## config.mk

```make
export PLATFORM = sky130hd
export DESIGN_NAME = sensor_ranging
export DESIGN_NICKNAME = d
export VERILOG_FILES = /design/src/rtl/sensor_ranging.sv
export SDC_FILE = /design/constraint.sdc
export NUM_CORES = 1
export LEC_CHECK = 0
export ABC_AREA = 0
export CORE_ASPECT_RATIO = 2
export CORE_MARGIN = 4
export CORE_UTILIZATION = 55
export DETAILED_ROUTE_END_ITERATION = 8
export PLACE_DENSITY = 0.84
export RECOVER_POWER = 50
export SLEW_MARGIN = 20
export SYNTH_ARGS = -nofsm -noshare
export SYNTH_HDL_FRONTEND = slang
export SYNTH_SLANG_ARGS = --single-unit
```

## constraint.sdc

```tcl
create_clock -name clk_sys -period 6.62 [get_ports clk_sys]
set_input_delay 1.655 -clock clk_sys [delete_from_list [all_inputs] [get_ports clk_sys]]
set_output_delay 1.655 -clock clk_sys [all_outputs]
set_load 0.005 [all_outputs]
```

## src/rtl/sensor_ranging.sv

```systemverilog
// Periodic ultrasonic ranging controller: fires the sensor core, converts echo
// width to millimetres and keeps a moving average over 2^AVG_LOG2 samples.
module sensor_ranging #(
    parameter int unsigned PERIOD_CYC  = 3000000,
    parameter int unsigned TIMEOUT_CYC = 1500000,
    parameter int unsigned MM_MUL      = 225,
    parameter int unsigned MM_SHIFT    = 16,
    parameter int unsigned MAX_MM      = 4000,
    parameter int unsigned AVG_LOG2    = 2
) (
    input  logic        clk_sys,
    input  logic        rst_n,
    input  logic        enable,
    output logic        fire_measure,
    input  logic        done_measure,
    input  logic [31:0] data_measure,
    output logic [15:0] dist_mm,
    output logic [15:0] dist_avg_mm,
    output logic        dist_vld,
    output logic        timeout_err,
    output logic [7:0]  err_cnt
);

    localparam int unsigned PW    = (PERIOD_CYC > 1) ? $clog2(PERIOD_CYC) : 1;
    localparam int unsigned TW    = (TIMEOUT_CYC > 1) ? $clog2(TIMEOUT_CYC) : 1;
    localparam int unsigned DEPTH = 1 << AVG_LOG2;
    localparam int unsigned SW    = 16 + AVG_LOG2;

    typedef enum logic [2:0] {IDLE, FIRE, WAIT, CONV, UPD, TOUT} state_t;

    state_t                   state, state_nx;
    logic [PW-1:0]            period_cnt;
    logic                     tick;
    logic [TW-1:0]            wait_cnt;
    logic [31:0]              echo_cnt;
    logic [47:0]              prod, mm_full;
    logic [15:0]              mm_clamp, mm;
    logic [DEPTH-1:0][15:0]   win, win_nx;
    logic [SW-1:0]            sum, sum_nx;
    logic                     win_full;

    assign tick = (period_cnt == PW'(PERIOD_CYC - 1));

    always_ff @(posedge clk_sys or negedge rst_n) begin
        if (!rst_n)      period_cnt <= '0;
        else if (!enable || tick) period_cnt <= '0;
        else             period_cnt <= period_cnt + PW'(1);
    end

    // Dropping enable aborts from any state; a done in the same cycle is lost.
    always_comb begin
        state_nx = state;
        if (!enable) begin
            state_nx = IDLE;
        end else begin
            case (state)
                IDLE:    if (tick) state_nx = FIRE;
                FIRE:    state_nx = WAIT;
                WAIT: begin
                    if (done_measure)                          state_nx = CONV;
                    else if (wait_cnt == TW'(TIMEOUT_CYC - 1)) state_nx = TOUT;
                end
                CONV:    state_nx = UPD;
                UPD:     state_nx = IDLE;
                TOUT:    state_nx = IDLE;
                default: state_nx = IDLE;
            endcase
        end
    end

    always_ff @(posedge clk_sys or negedge rst_n) begin
        if (!rst_n) state <= IDLE;
        else        state <= state_nx;
    end

    assign prod     = {16'd0, echo_cnt} * 48'(MM_MUL);
    assign mm_full  = prod >> MM_SHIFT;
    assign mm_clamp = (mm_full > 48'(MAX_MM)) ? 16'(MAX_MM) : mm_full[15:0];

    // Window index 0 holds the newest sample, DEPTH-1 the oldest.
    always_comb begin
        win_nx = win;
        sum_nx = sum;
        if (!win_full) begin
            for (int i = 0; i < DEPTH; i++) win_nx[i] = mm;
            sum_nx = SW'(mm) << AVG_LOG2;
        end else begin
            win_nx = {win[DEPTH-2:0], mm};
            sum_nx = sum - SW'(win[DEPTH-1]) + SW'(mm);
        end
    end

    always_ff @(posedge clk_sys or negedge rst_n) begin
        if (!rst_n) begin
            fire_measure <= 1'b0;
            dist_vld     <= 1'b0;
            wait_cnt     <= '0;
            echo_cnt     <= '0;
            mm           <= '0;
            win          <= '0;
            sum          <= '0;
            win_full     <= 1'b0;
            dist_mm      <= '0;
            dist_avg_mm  <= '0;
            timeout_err  <= 1'b0;
            err_cnt      <= '0;
        end else begin
            fire_measure <= (state_nx == FIRE);
            dist_vld     <= 1'b0;
            if (state == FIRE)      wait_cnt <= '0;
            else if (state == WAIT) wait_cnt <= wait_cnt + TW'(1);
            if (enable && state == WAIT && done_measure) echo_cnt <= data_measure;
            if (state == CONV) mm <= mm_clamp;

            if (!enable) begin
                win_full <= 1'b0;
            end else if (state == UPD) begin
                win         <= win_nx;
                sum         <= sum_nx;
                win_full    <= 1'b1;
                dist_mm     <= mm;
                dist_avg_mm <= sum_nx[SW-1:AVG_LOG2];
                dist_vld    <= 1'b1;
                timeout_err <= 1'b0;
            end else if (state == TOUT) begin
                timeout_err <= 1'b1;
                if (err_cnt != 8'hFF) err_cnt <= err_cnt + 8'd1;
            end
        end
    end

endmodule

```

; ---- Word level (Yosys, flattened, before mapping)
; Cells that the tools add are included.
[classes]
n_lt_le_gt_ge = 1
n_eq_ne = 10
bitwise_logic = 1
multipliers = 1
add_sub_neg = 5
n_mux = 17
n_reduce_logical = 10
[ops]
columns = op, count
row1 = $mux W64, 1
row2 = $mux W21, 2
row3 = $mul A32 B8 Y40 const B, 1
row4 = $gt A24 B12 Y1 const B, 1
row5 = $add A22 B1 Y22 const B, 1
row6 = $eq A22 B22 Y1 const B, 1
row7 = $mux W22, 1
row8 = $add A21 B1 Y21 const B, 1
row9 = $eq A21 B21 Y1 const B, 1
row10 = $add A18 B16 Y18, 1
row11 = $mux W18, 1
row12 = $sub A18 B16 Y18, 1
row13 = $mux W16, 1
row14 = $mux W3, 4
row15 = $pmux W3 S4, 1
row16 = $add A8 B1 Y8 const B, 1
row17 = $ne A8 B8 Y1 const B, 1
row18 = $eq A3 B1 Y1 const B, 2
row19 = $eq A3 B2 Y1 const B, 2
row20 = $eq A3 B3 Y1 const B, 2
row21 = $mux W1, 6
row22 = $reduce_and A2 Y1, 2
row23 = $reduce_and A4 Y1, 1
row24 = $reduce_bool A2 Y1, 2
row25 = other kinds (6), 7
[word_totals]
output_inout_bits = 43
inputBits = 36
reg_bits = 220
elab_cells = 62

; ---- Logic depth before layout (Yosys ltp)
; Gate-level depths: netlist of run 1.
[logic_depth]
word_depth = 6
depth_mapped = 21
depth_no_buf = 20

; ---- Worst setup path before layout of run 1
; Ideal clock, no wire load.
[synth_path]
path_type = register to register
from = reg echo_cnt[6]
to = reg mm[11]
synth_period_minus_slack_ns = 4.716
arrival_time_ns = 4.636
path_stages_with_launch = 20
t_required_ns = 6.541
setup_ns = 0.079
path_buffers = 1
slack_ns = 1.904
cell_sequence = dfrtp_1 > inv_1 > fa_1 > inv_1 > ha_1 > fa_1 > ha_1 > ha_1 > a211oi_2 > o221ai_2 > a31oi_4 > o21a_4 > o21ai_4 > o21a_1 > or3_1 > a2111oi_2 > a2111oi_0 > nand4_1 > buf_6 > a2bb2oi_1
[synth_between]
elab_chain_len = 3
[synth_lines]
columns = item, line_no
row1 = "start, declared", 35  ; logic [31:0] echo_cnt;
row2 = "start signal, assigned", 112  ; if (enable && state == WAIT && done_measure) echo_cnt <= data_measure;
row3 = $mul A32 B8 Y40 (*), 76  ; assign prod = {16'd0, echo_cnt} * 48'(MM_MUL);
row4 = $gt A24 B12 Y1, 78  ; assign mm_clamp = (mm_full > 48'(MAX_MM)) ? 16'(MAX_MM) : mm_full[15:0];
row5 = $mux W16 (*), 78
row6 = "end signal, assigned", 113  ; if (state == CONV) mm <= mm_clamp;
row7 = "end, declared", 37  ; logic [15:0] mm_clamp, mm;
; Every way passes the cells marked *; elsewhere a longest branch is shown, timed or not.
; A chain may end at the register's enable or synchronous reset.

; ---- Final worst setup path of run 1
[layout_path]
from = reg echo_cnt[6]
to = reg mm[2]
; Same word-level chain as after synthesis.

==> results of run 1 <==
## path summary, 6_finish.rpt
check | startpoint | to | cells past startpoint
max reg2reg | echo_cnt[6] | mm[2] | 18
max | echo_cnt[6] | mm[2] | 18
min in group asynchronous | rst_n | echo_cnt[30] | 1
max in group asynchronous | rst_n | win_full | 2
min | period_cnt[0] | period_cnt[0] | 1
min reg2reg | period_cnt[0] | period_cnt[0] | 1
## flip-flops by register name, summed over array words and instances (netlist names)
| register | flops |
|---|---|
| echo_cnt | 32 |
| win | 48 |
| dist_avg_mm | 16 |
| err_cnt | 8 |
| state | 3 |
| win_full | 1 |
| fire_measure | 1 |
| sum | 2 |
| dist_mm | 16 |
| mm | 16 |
| dist_vld | 1 |
| period_cnt | 22 |
| timeout_err | 1 |
| wait_cnt | 21 |
## through the flow
step | worst slack (ns) | hold WS (ns) | util (%) | power [W]
floorplan | 1.90 | 0.450 | - | 0.00504
global placement | 1.30 | 0.465 | 59.2 | 0.00585
detailed placement | 1.15 | 0.471 | 59.2 | 0.00602
CTS | 1.10 | 0.487 | 61.8 | 0.00715
global route | 0.659 | 0.507 | 61.7 | 0.00781
finish | 1.07 | 0.482 | 61.7 | 0.00711
## critical path, cell delays in order (launching register included)
cell	delay [ns]
dfrtp_1	0.36
inv_1	0.12
fa_1	0.55
inv_1	0.05
ha_1	0.31
fa_1	0.46
ha_1	0.31
ha_1	0.35
a211oi_2	0.23
o221ai_2	0.15
a31oi_4	0.27
o21ai_0	0.15
xnor2_1	0.30
and3_1	0.21
a31o_1	0.19
a2111oi_2	0.08
a2111oi_0	0.50
nand4_1	0.54
o22ai_1	0.31
## per-layer routing
| metal | share of wire [%] | wire length, um | GRT usage, % | vias up |
|---|---|---|---|---|
| li1 | - | - | - | 4611 |
| met1 | 38 | 9850 | 23.1 | 4623 |
| met2 | 57 | 14900 | 40.3 | 188 |
| met3 | 2.6 | 686 | 3.28 | 57 |
| met4 | 2.9 | 752 | 8.52 | 0 |
| met5 | 0 | 0 | 0 | - |
## layout by cell type (no fill, tap or decap), types with 7 or more instances in the layout
cell type / n
or3_1: 8
o21ai_0: 93
clkbuf_16: 17
fa_1: 71
xor2_1: 41
mux2i_1: 7
nor2b_1: 8
ha_1: 127
and3_1: 14
o21ai_1: 23
nand3_1: 29
a211oi_1: 16
a21oi_1: 101
nand2_1: 145
dfrtp_1: 187
nand4_1: 12
inv_1: 167
nor2_1: 93
nor3_1: 10
a21o_1: 15
xnor2_1: 34
nand2b_1: 7
clkdlybuf4s50_1: 76
## cells by family after synthesis
group / after synthesis / share of synthesized area, %
muxes: 13 / 1.06
adders and majority gates: 198 / 23.2
AOI/OAI and AO/OA: 300 / 14.0
and+or+nand+nor: 352 / 12.2
buffers and inverters: 247 / 8.14
DFF: 188 / 36.3
xor gates and xnor gates: 75 / 5.07
## layout make-up
| type | count | area [um^2] | share of cell area [%] |
|---|---|---|---|
| timing repair buffer | 87 | 833 | 5.81 |
| inverter | 168 | 631 | 4.40 |
| sequential | 188 | 4710 | 32.8 |
| clock inverter | 14 | 175 | 1.22 |
| multi-input combinational | 938 | 7200 | 50.3 |
| clock buffer | 18 | 429 | 2.99 |
| tap | 283 | 354 | 2.47 |
## power groups by stage
stage               Sequential [W]  Clock [W]  Combinational (W)
floorplan                  0.00124          0            0.00380
global placement           0.00125          0            0.00460
detailed placement         0.00125          0            0.00477
CTS                        0.00123    0.00108            0.00484
global route               0.00124    0.00112            0.00545
finish                     0.00123    0.00105            0.00483
==> results_dict.tcl, run 1 <==
set metrics [dict create \
    dp_hpwl_mm 20.2 \
    finClkSkew_ns 0.0104 \
    drt_iter0_markers 673 \
    cellPowerDensity_nw_per_um2 496 \
    row_count 79 \
    maxCapViolCount 1 \
    synthTopCellsByCount "dfrtp_1 (188), inv_1 (167), nand2_1 (145), ha_1 (127), a21oi_1 (101)" \
    synthCells 1373 \
    start_util_pct 55.8 \
    swShare_pct 45.4 \
    cts-root-buf "clkbuf_16" \
    yosys.area.top_type "dfrtp_1" \
    first_pass_iters 7 \
    area_growth_pct 10.6 \
    syn_area_um2 13000 \
    dieWidth_um 117 \
    antenna_cells 0 \
    cp.arrival_ns 5.89 \
    h-tree-depth 4 \
    fin_area_um2 14300 \
    fmax_mhz 180 \
    violations "max-capacitance violations, max-slew violations" \
    tritoncts.num_buffers 17 \
    cts_buffer_depth 2 \
    intPower_w 0.00389 \
    cts_resized 0 \
    routabilityCongestion 0.863 \
    layout_min_cycle_time_ns 5.55 \
    criticalPathCategory "reg -> reg" \
    grt_pass1_wl_mm 45.0 \
    grt_antenna_before_repair 0 \
    overflow 0 \
    grt_max_degree 104 \
    cellLeakagePower_nw 6.86 \
    yosys.cell_types.count 67 \
    clk_latency_ns 0.45 \
    hold_path_class "reg -> reg" \
    status "finished, violations left" \
    startpoint_type "register" \
    synthTopCellsByArea "dfrtp_1 (36%), ha_1 (12%), fa_1 (11%)" \
    die_area_um2 26200 \
    yosysSeqAreaShare_pct 36.3 \
    ys_ff_latch 188 \
    drive_gt1_share_pct 4.74 \
    port_buffers 78 \
    worst_ep_required_time_ns 6.96 \
    async_flop_share_pct 100 \
    synth.top_cell.area_share_pct 36.3 \
    clk_pin_slew_ns 0.08 \
    placed_area_um2 13700 \
    slew_headroom_pct -73.5 \
    num_io_pins 79 \
    core_um2 23200 \
    ir_drop_mv 0.341 \
    viasPerCell 5.59 \
    slew_violations 104 \
    worst-slew-pin-transition_ns 2.60 \
    clkPwrFrac_pct 14.8 \
    setup_violations 0 \
    final_hold_viol_count 0 \
    synth_edf_count 0 \
    combPwrFrac_pct 67.9 \
    syn_nets 1607 \
    period_share_pct 83.8 \
    grtUsageTotal_pct 21.3 \
    timing.critical_path.to_type "register" \
    dp_cells 1664 \
    via_count 9479 \
    p_sw_w 0.00323 \
    yosys_most_used_dff "dfrtp_1" \
    grt_pass1_vias 9866 \
    reg2reg_slack_ns 1.07 \
    synth_most_common_cell "dfrtp_1" \
    rsz0062_at_grt "no" \
    wire_per_inst_um 15.5 \
    seq_power_share_pct 17.3 \
    drt_wl_total_mm 26.2 \
    cts_tree "built" \
    antenna_left 0 \
    syn_area_per_cell_um2 9.44 \
    cts_num_sinks 188 \
    fin_setup_tns_ns 0 \
    cp_max_fo 12 \
    drc 0 \
    final_cells 1696 \
    ys_warn_count 0 \
    ctsHoldBuffers 0 \
    post_cts_buffers 0 \
    die_height_um 225 \
    fillCellCount 1849 \
    finalNetCount 1634 \
]
Power figures use the tool's default switching activity.
==> run 2: changes to the inputs <==
--- a/config.mk
+++ b/config.mk
@@ -10,7 +10,7 @@
 export CORE_MARGIN = 4
 export CORE_UTILIZATION = 55
 export DETAILED_ROUTE_END_ITERATION = 8
-export PLACE_DENSITY = 0.84
+export PLACE_DENSITY = 0.87
 export RECOVER_POWER = 50
 export SLEW_MARGIN = 20
 export SYNTH_ARGS = -nofsm -noshare
==> constraint.sdc (replaced) <==
create_clock -name clk_sys -period 4.8 [get_ports clk_sys]
set_input_delay 1.2 -clock clk_sys [delete_from_list [all_inputs] [get_ports clk_sys]]
set_output_delay 1.2 -clock clk_sys [all_outputs]
set_load 0.005 [all_outputs]
==> results_dict.tcl, run 2 (synthesized netlist as in run 1, its figures left out) <==
set metrics [dict create \
    status "finished, violations left" \
    violations "max-capacitance violations, max-slew violations, negative setup slack" \
    die_area_um2 26200 \
    ctsHoldBuffers 0 \
    grt_antenna_before_repair 0 \
    cp_common_cell "ha_4" \
    worst_ep_required_time_ns 5.14 \
    first_pass_iters 7 \
    holdPathStages 2 \
    maxCapViolCount 2 \
    finClkSkew_ns 0.00775 \
    crit_family "adder cells" \
    p_sw_w 0.00565 \
    drc 0 \
    finalNetCount 1702 \
    grt_pass1_wl_mm 50.3 \
    slew_violations 165 \
    core_um2 23200 \
    setup_violations 12 \
    largest_reg_flops 48 \
    drive_gt1_share_pct 12.4 \
    final_common_cell "dfrtp_1" \
    cp.arrival_ns 5.39 \
    fin_ws_ns -0.249 \
    reg2regPathDepth 20 \
    worstPathCellList "inv_2, fa_1, inv_2, ha_4, fa_1, ha_4, ha_4, nand4_1, o221ai_2, a31oi_4, buf_6, o31a_1, o21bai_1, xnor2_1, a31o_1, a2111oi_2, a2111oi_1, nand4_1, buf_4, a2bb2oi_2" \
    area_growth_pct 17.0 \
    top_register "win" \
    path_buf_inv 4 \
    reg2reg_slack_ns -0.25 \
    startpoint_type "register" \
    slew_headroom_pct -68.3 \
    clk_latency_ns 0.46 \
    final_cell_mix "dfrtp_1 (187), inv_1 (152), nand2_1 (145), ha_1 (108), a21oi_1 (97)" \
    die_height_um 225 \
    timing.rr.end "mm[10]" \
    row_count 79 \
    cts-root-buf "clkbuf_16" \
    layout_min_cycle_time_ns 5.05 \
    cts_buffer_depth 2 \
    largest_registers "win (48), echo_cnt (32), period_cnt (22)" \
    power.total_w 0.0130 \
    intPower_w 0.00737 \
    seq_power_share_pct 13.0 \
    dieWidth_um 117 \
    antenna_left 0 \
    cts_num_sinks 188 \
    tritoncts.num_buffers 17 \
    start_util_pct 55.8 \
    worstReg2RegStart "echo_cnt[2]" \
    combPwrFrac_pct 76.0 \
    drt_iter0_markers 684 \
    timing.critical_path.to_type "register" \
    ir_drop_mv 0.953 \
    grt_pass1_vias 10800 \
    grtUsageTotal_pct 24.3 \
    dp_hpwl_mm 21.3 \
    cellLeakagePower_nw 7.17 \
    routabilityCongestion 0.887 \
    clkPwrFrac_pct 11.0 \
    worst-slew-pin-transition_ns 2.52 \
    fillCellCount 1671 \
    cpPeakStageDelay_ns 0.59 \
    final_hold_viol_count 0 \
    port_buffers 78 \
    antenna_cells 0 \
    swShare_pct 43.4 \
    period_share_pct 105 \
    fmax_mhz 198 \
    wire_per_inst_um 17.3 \
    cellPowerDensity_nw_per_um2 859 \
    overflow 0 \
    hold_path_class "reg -> reg" \
    grt_max_degree 112 \
    cp_max_fo 6 \
    h-tree-depth 4 \
    min_from "win[34]" \
    min_to "win[34]" \
    cts_tree "built" \
    viasPerCell 5.75 \
    slowest_stage "fa_1" \
    drt_wl_total_mm 30.4 \
    rsz0062_at_grt "yes" \
    num_io_pins 79 \
    fin_util_pct 65.3 \
    via_count 10100 \
    clk_pin_slew_ns 0.07 \
    criticalPathCategory "reg -> reg" \
]
## run 2: changes by cell type in the layout (fill, tap and decap cells not counted), moves of 3 or more
| cell | delta |
|---|---|
| inv_6 | -3 |
| a21oi_1 | -4 |
| buf_6 | +5 |
| a21oi_2 | +4 |
| inv_1 | -15 |
| ha_4 | +18 |
| inv_2 | +15 |
| ha_1 | -19 |
| buf_4 | +63 |
## run 2: area by class of cell
class | instances | area (um^2) | share of cell area (%)
Tap cell | 283 | 354 | 2.34
Timing Repair Buffer | 155 | 1360 | 8.99
Inverter | 168 | 631 | 4.16
Clock buffer | 18 | 429 | 2.83
Multi-Input combinational cell | 938 | 7520 | 49.6
Sequential cell | 188 | 4710 | 31.0
Clock inverter | 14 | 158 | 1.04
## run 2: timing repair
action,4_1_cts,5_1_grt
setup buffers,16,3
pin swaps,36,8
resized for setup,58,2
gates cloned,1,0
setup endpoints to repair,12,12
## run 2: metal layers
layer | share of wire [%] | global-route usage [%] | vias to the layer above | routed length [um]
li1 | - | - | 4738 | -
met1 | 35 | 25.1 | 4973 | 10600
met2 | 56 | 45.2 | 299 | 17100
met3 | 3.4 | 4.14 | 129 | 1030
met4 | 5.5 | 13.4 | 0 | 1670
met5 | 0 | 0 | - | 0
## run 2: worst max-delay path by stage
stage               depth (start not counted)        start      to  slack, ns
finish                                     20  echo_cnt[2]  mm[10]      -0.25
global route                               20  echo_cnt[2]   mm[8]      -0.40
CTS                                        20  echo_cnt[3]   mm[8]      -0.11
detailed placement                         19  echo_cnt[6]   mm[9]      -0.26
global placement                           19  echo_cnt[6]   mm[8]      -0.09
floorplan                                  19  echo_cnt[6]  mm[11]       0.08
## run 2: power by group through the flow
| stage | Sequential [W] | Clock, W | Combinational (W) |
|---|---|---|---|
| floorplan | 0.00171 | 0 | 0.00524 |
| global placement | 0.00172 | 0 | 0.00715 |
| detailed placement | 0.00172 | 0 | 0.00746 |
| CTS | 0.00169 | 0.00145 | 0.00927 |
| global route | 0.00170 | 0.00151 | 0.0107 |
| finish | 0.00169 | 0.00143 | 0.00990 |
## run 2: metrics by stage
stage | instance area, um^2 | hold WS (ns) | cells | setup WS (ns) | setup TNS [ns]
floorplan | 13000 | 0.450 | 1373 | 0.0844 | 0
detailed placement | 14100 | 0.471 | 1712 | -0.258 | -2.53
global placement | 14100 | 0.462 | 1712 | -0.0919 | -0.550
CTS | 15200 | 0.487 | 1761 | -0.109 | -0.822
finish | 15200 | 0.486 | 1764 | -0.249 | -2.66
global route | 15200 | 0.514 | 1764 | -0.396 | -7.08
## run 2: tightest hold or removal path, cell delays in order (launching register included)
cell and delay (ns):
dfrtp_1 0.34, nand2_1 0.05, o21ai_0 0.06
==> run 3: changes to the inputs <==
--- a/config.mk
+++ b/config.mk
@@ -10,8 +10,9 @@
 export CORE_MARGIN = 4
 export CORE_UTILIZATION = 55
 export DETAILED_ROUTE_END_ITERATION = 8
+export GPL_ROUTABILITY_DRIVEN = 0
 export PLACE_DENSITY = 0.87
-export RECOVER_POWER = 50
+export RECOVER_POWER = 100
 export SLEW_MARGIN = 20
 export SYNTH_ARGS = -nofsm -noshare
 export SYNTH_HDL_FRONTEND = slang
==> results_dict.tcl, run 3 (synthesized netlist as in run 1, its figures left out) <==
set metrics [dict create \
    top_layer "met4" \
    largest_registers "win (48), echo_cnt (32), period_cnt (22)" \
    swShare_pct 45.6 \
    rsz0062_at_grt "yes" \
    cellPowerDensity_nw_per_um2 835 \
    min_from "win[40]" \
    area_growth_pct 16.3 \
    combPwrFrac_pct 75.0 \
    grtUsageTotal_pct 22.6 \
    drive_gt1_share_pct 11.6 \
    reg2reg_slack_ns -0.38 \
    ir_drop_mv 0.677 \
    grt_pass1_wl_mm 47.3 \
    num_io_pins 79 \
    antenna_left 0 \
    cellLeakagePower_nw 7.14 \
    worstReg2RegStart "echo_cnt[9]" \
    setup_violations 12 \
    via_count 10000 \
    layout_min_cycle_time_ns 5.18 \
    overflow 0 \
    place_ws_ns -0.240 \
    die_height_um 225 \
    worstPathCellList "inv_2, buf_4, fa_1, inv_1, ha_1, fa_2, ha_1, ha_2, nand2_1, nor2_1, a211oi_2, o31a_1, o21bai_1, xnor2_1, a31o_1, a2111oi_4, a2111oi_2, nand4_1, buf_4, a2bb2oi_2" \
    worst_ep_required_time_ns 5.14 \
    seq_power_share_pct 13.4 \
    tritoncts.num_buffers 17 \
    row_count 79 \
    cp.arrival_ns 5.52 \
    fillCellCount 1679 \
    port_buffers 78 \
    largest_reg_flops 48 \
    grt_max_degree 116 \
    hold_path_class "reg -> reg" \
    maxCapViolCount 2 \
    criticalPathCategory "reg -> reg" \
    wl_met1_mm 10.5 \
    cp_max_fo 6 \
    period_share_pct 108 \
    timing.hold.ws_ns 0.488 \
    grt_pass1_vias 10400 \
    wire_per_inst_um 17.3 \
    final_cell_mix "dfrtp_1 (187), inv_1 (152), nand2_1 (145), ha_1 (111)" \
    die_area_um2 26200 \
    finClkSkew_ns 0.0111 \
    intPower_w 0.00684 \
    fmax_mhz 193 \
    status "finished, violations left" \
    startpoint_type "register" \
    cts-root-buf "clkbuf_16" \
    clk_pin_slew_ns 0.07 \
    grt_antenna_before_repair 0 \
    antenna_cells 0 \
    cts_num_sinks 188 \
    drc 0 \
    slew_headroom_pct -88.8 \
    start_util_pct 55.8 \
    final_hold_viol_count 0 \
    fin_ws_ns -0.381 \
    first_pass_iters 5 \
    top_register "win" \
    dr_wl_met2_mm 17.4 \
    drt_wl_total_mm 30.4 \
    slew_violations 201 \
    ctsHoldBuffers 0 \
    p_sw_w 0.00574 \
    holdPathStages 2 \
    cts_tree "built" \
    reg2regPathDepth 20 \
    cpPeakStageDelay_ns 0.58 \
    clk_latency_ns 0.45 \
    core_um2 23200 \
    violations "max-capacitance violations, max-slew violations, negative setup slack" \
    slowest_stage "fa_1" \
    wl_met3_um 984 \
    viasPerCell 5.73 \
    dp_hpwl_mm 20.7 \
    cts_buffer_depth 2 \
    timing.critical_path.to_type "register" \
    clkPwrFrac_pct 11.6 \
    drt_iter0_markers 656 \
    timing.rr.end "mm[7]" \
    min_to "win[40]" \
    dieWidth_um 117 \
    worst-slew-pin-transition_ns 2.83 \
    finalNetCount 1691 \
    h-tree-depth 4 \
    power.total_w 0.0126 \
    final_common_cell "dfrtp_1" \
]
==> run 3: cell count changes in the layout (fill, tap and decap cells not counted), sizes merged <==
cell           delta
buf              -12
dlygate4sd3       +8
inv               +2
clkinvlp          -3
clkdlybuf4s50     -8
clkbuf            +3
clkinv            -1
==> run 3: worst max-delay path: cells and delay by family, from the launching register on <==
kind                     cells  cell delay (ns)
buffers and inverters        4             0.54
AO/OA/AOI/OAI                7             1.39
AND/OR/NAND/NOR              3             0.45
adder cells (fa/ha/maj)      5             2.04
flip-flops                   1             0.37
XOR/XNOR                     1             0.26
==> run 3: layer usage <==
metal  track usage (%)  vias to the layer above
met5                 0                        -
met4              10.9                        0
met3              3.60                      104
met2              42.4                      281
met1              23.8                     4940
li1                  -                     4721
==> run 3: through the flow <==
stage | instances | area [um^2] | utilization, % | setup TNS (ns)
CTS | 1747 | 14800 | 63.7 | -0.614
detailed placement | 1715 | 14100 | 60.9 | -2.33
global route | 1753 | 15100 | 64.9 | -6.54
floorplan | 1373 | 13000 | - | 0
global placement | 1715 | 14100 | 60.9 | -0.467
finish | 1753 | 15100 | 64.9 | -4.20
==> run 3: worst max-delay path by stage <==
stage / start / cells after the start / endpoint / slack (ns)
after detailed placement: echo_cnt[6] / 21 / mm[8] / -0.24
after global routing: echo_cnt[9] / 20 / mm[2] / -0.57
after CTS: echo_cnt[6] / 20 / mm[8] / -0.09
final: echo_cnt[9] / 20 / mm[7] / -0.38
after global placement: echo_cnt[6] / 19 / mm[8] / -0.08
after floorplan: echo_cnt[6] / 19 / mm[11] / 0.08
==> run 3: layout make-up <==
class | instances | area [um^2] | area share (%)
flip-flops and latches | 188 | 4710 | 31.2
repair buffers | 144 | 1280 | 8.48
well taps | 283 | 354 | 2.35
multi-input cells | 938 | 7500 | 49.8
clock buffers | 20 | 457 | 3.03
inverters | 168 | 631 | 4.19
clock inverters | 12 | 145 | 0.963
==> run 3: what timing repair did <==
item                                    in CTS  in global routing
gates resized for setup                     17                 44
endpoints found under the setup margin      12                 12
buffers inserted                             0                  5
pin swaps                                    4                  6
cloned                                       0                  1
==> run 3: power by group through the flow <==
stage | sequential, W | combinational [W] | clock, W
2_1_floorplan | 0.00171 | 0.00524 | 0
3_3_place_gp | 0.00171 | 0.00715 | 0
3_5_place_dp | 0.00172 | 0.00753 | 0
4_1_cts | 0.00169 | 0.00787 | 0.00148
5_1_grt | 0.00170 | 0.0101 | 0.00154
6_report | 0.00169 | 0.00944 | 0.00146
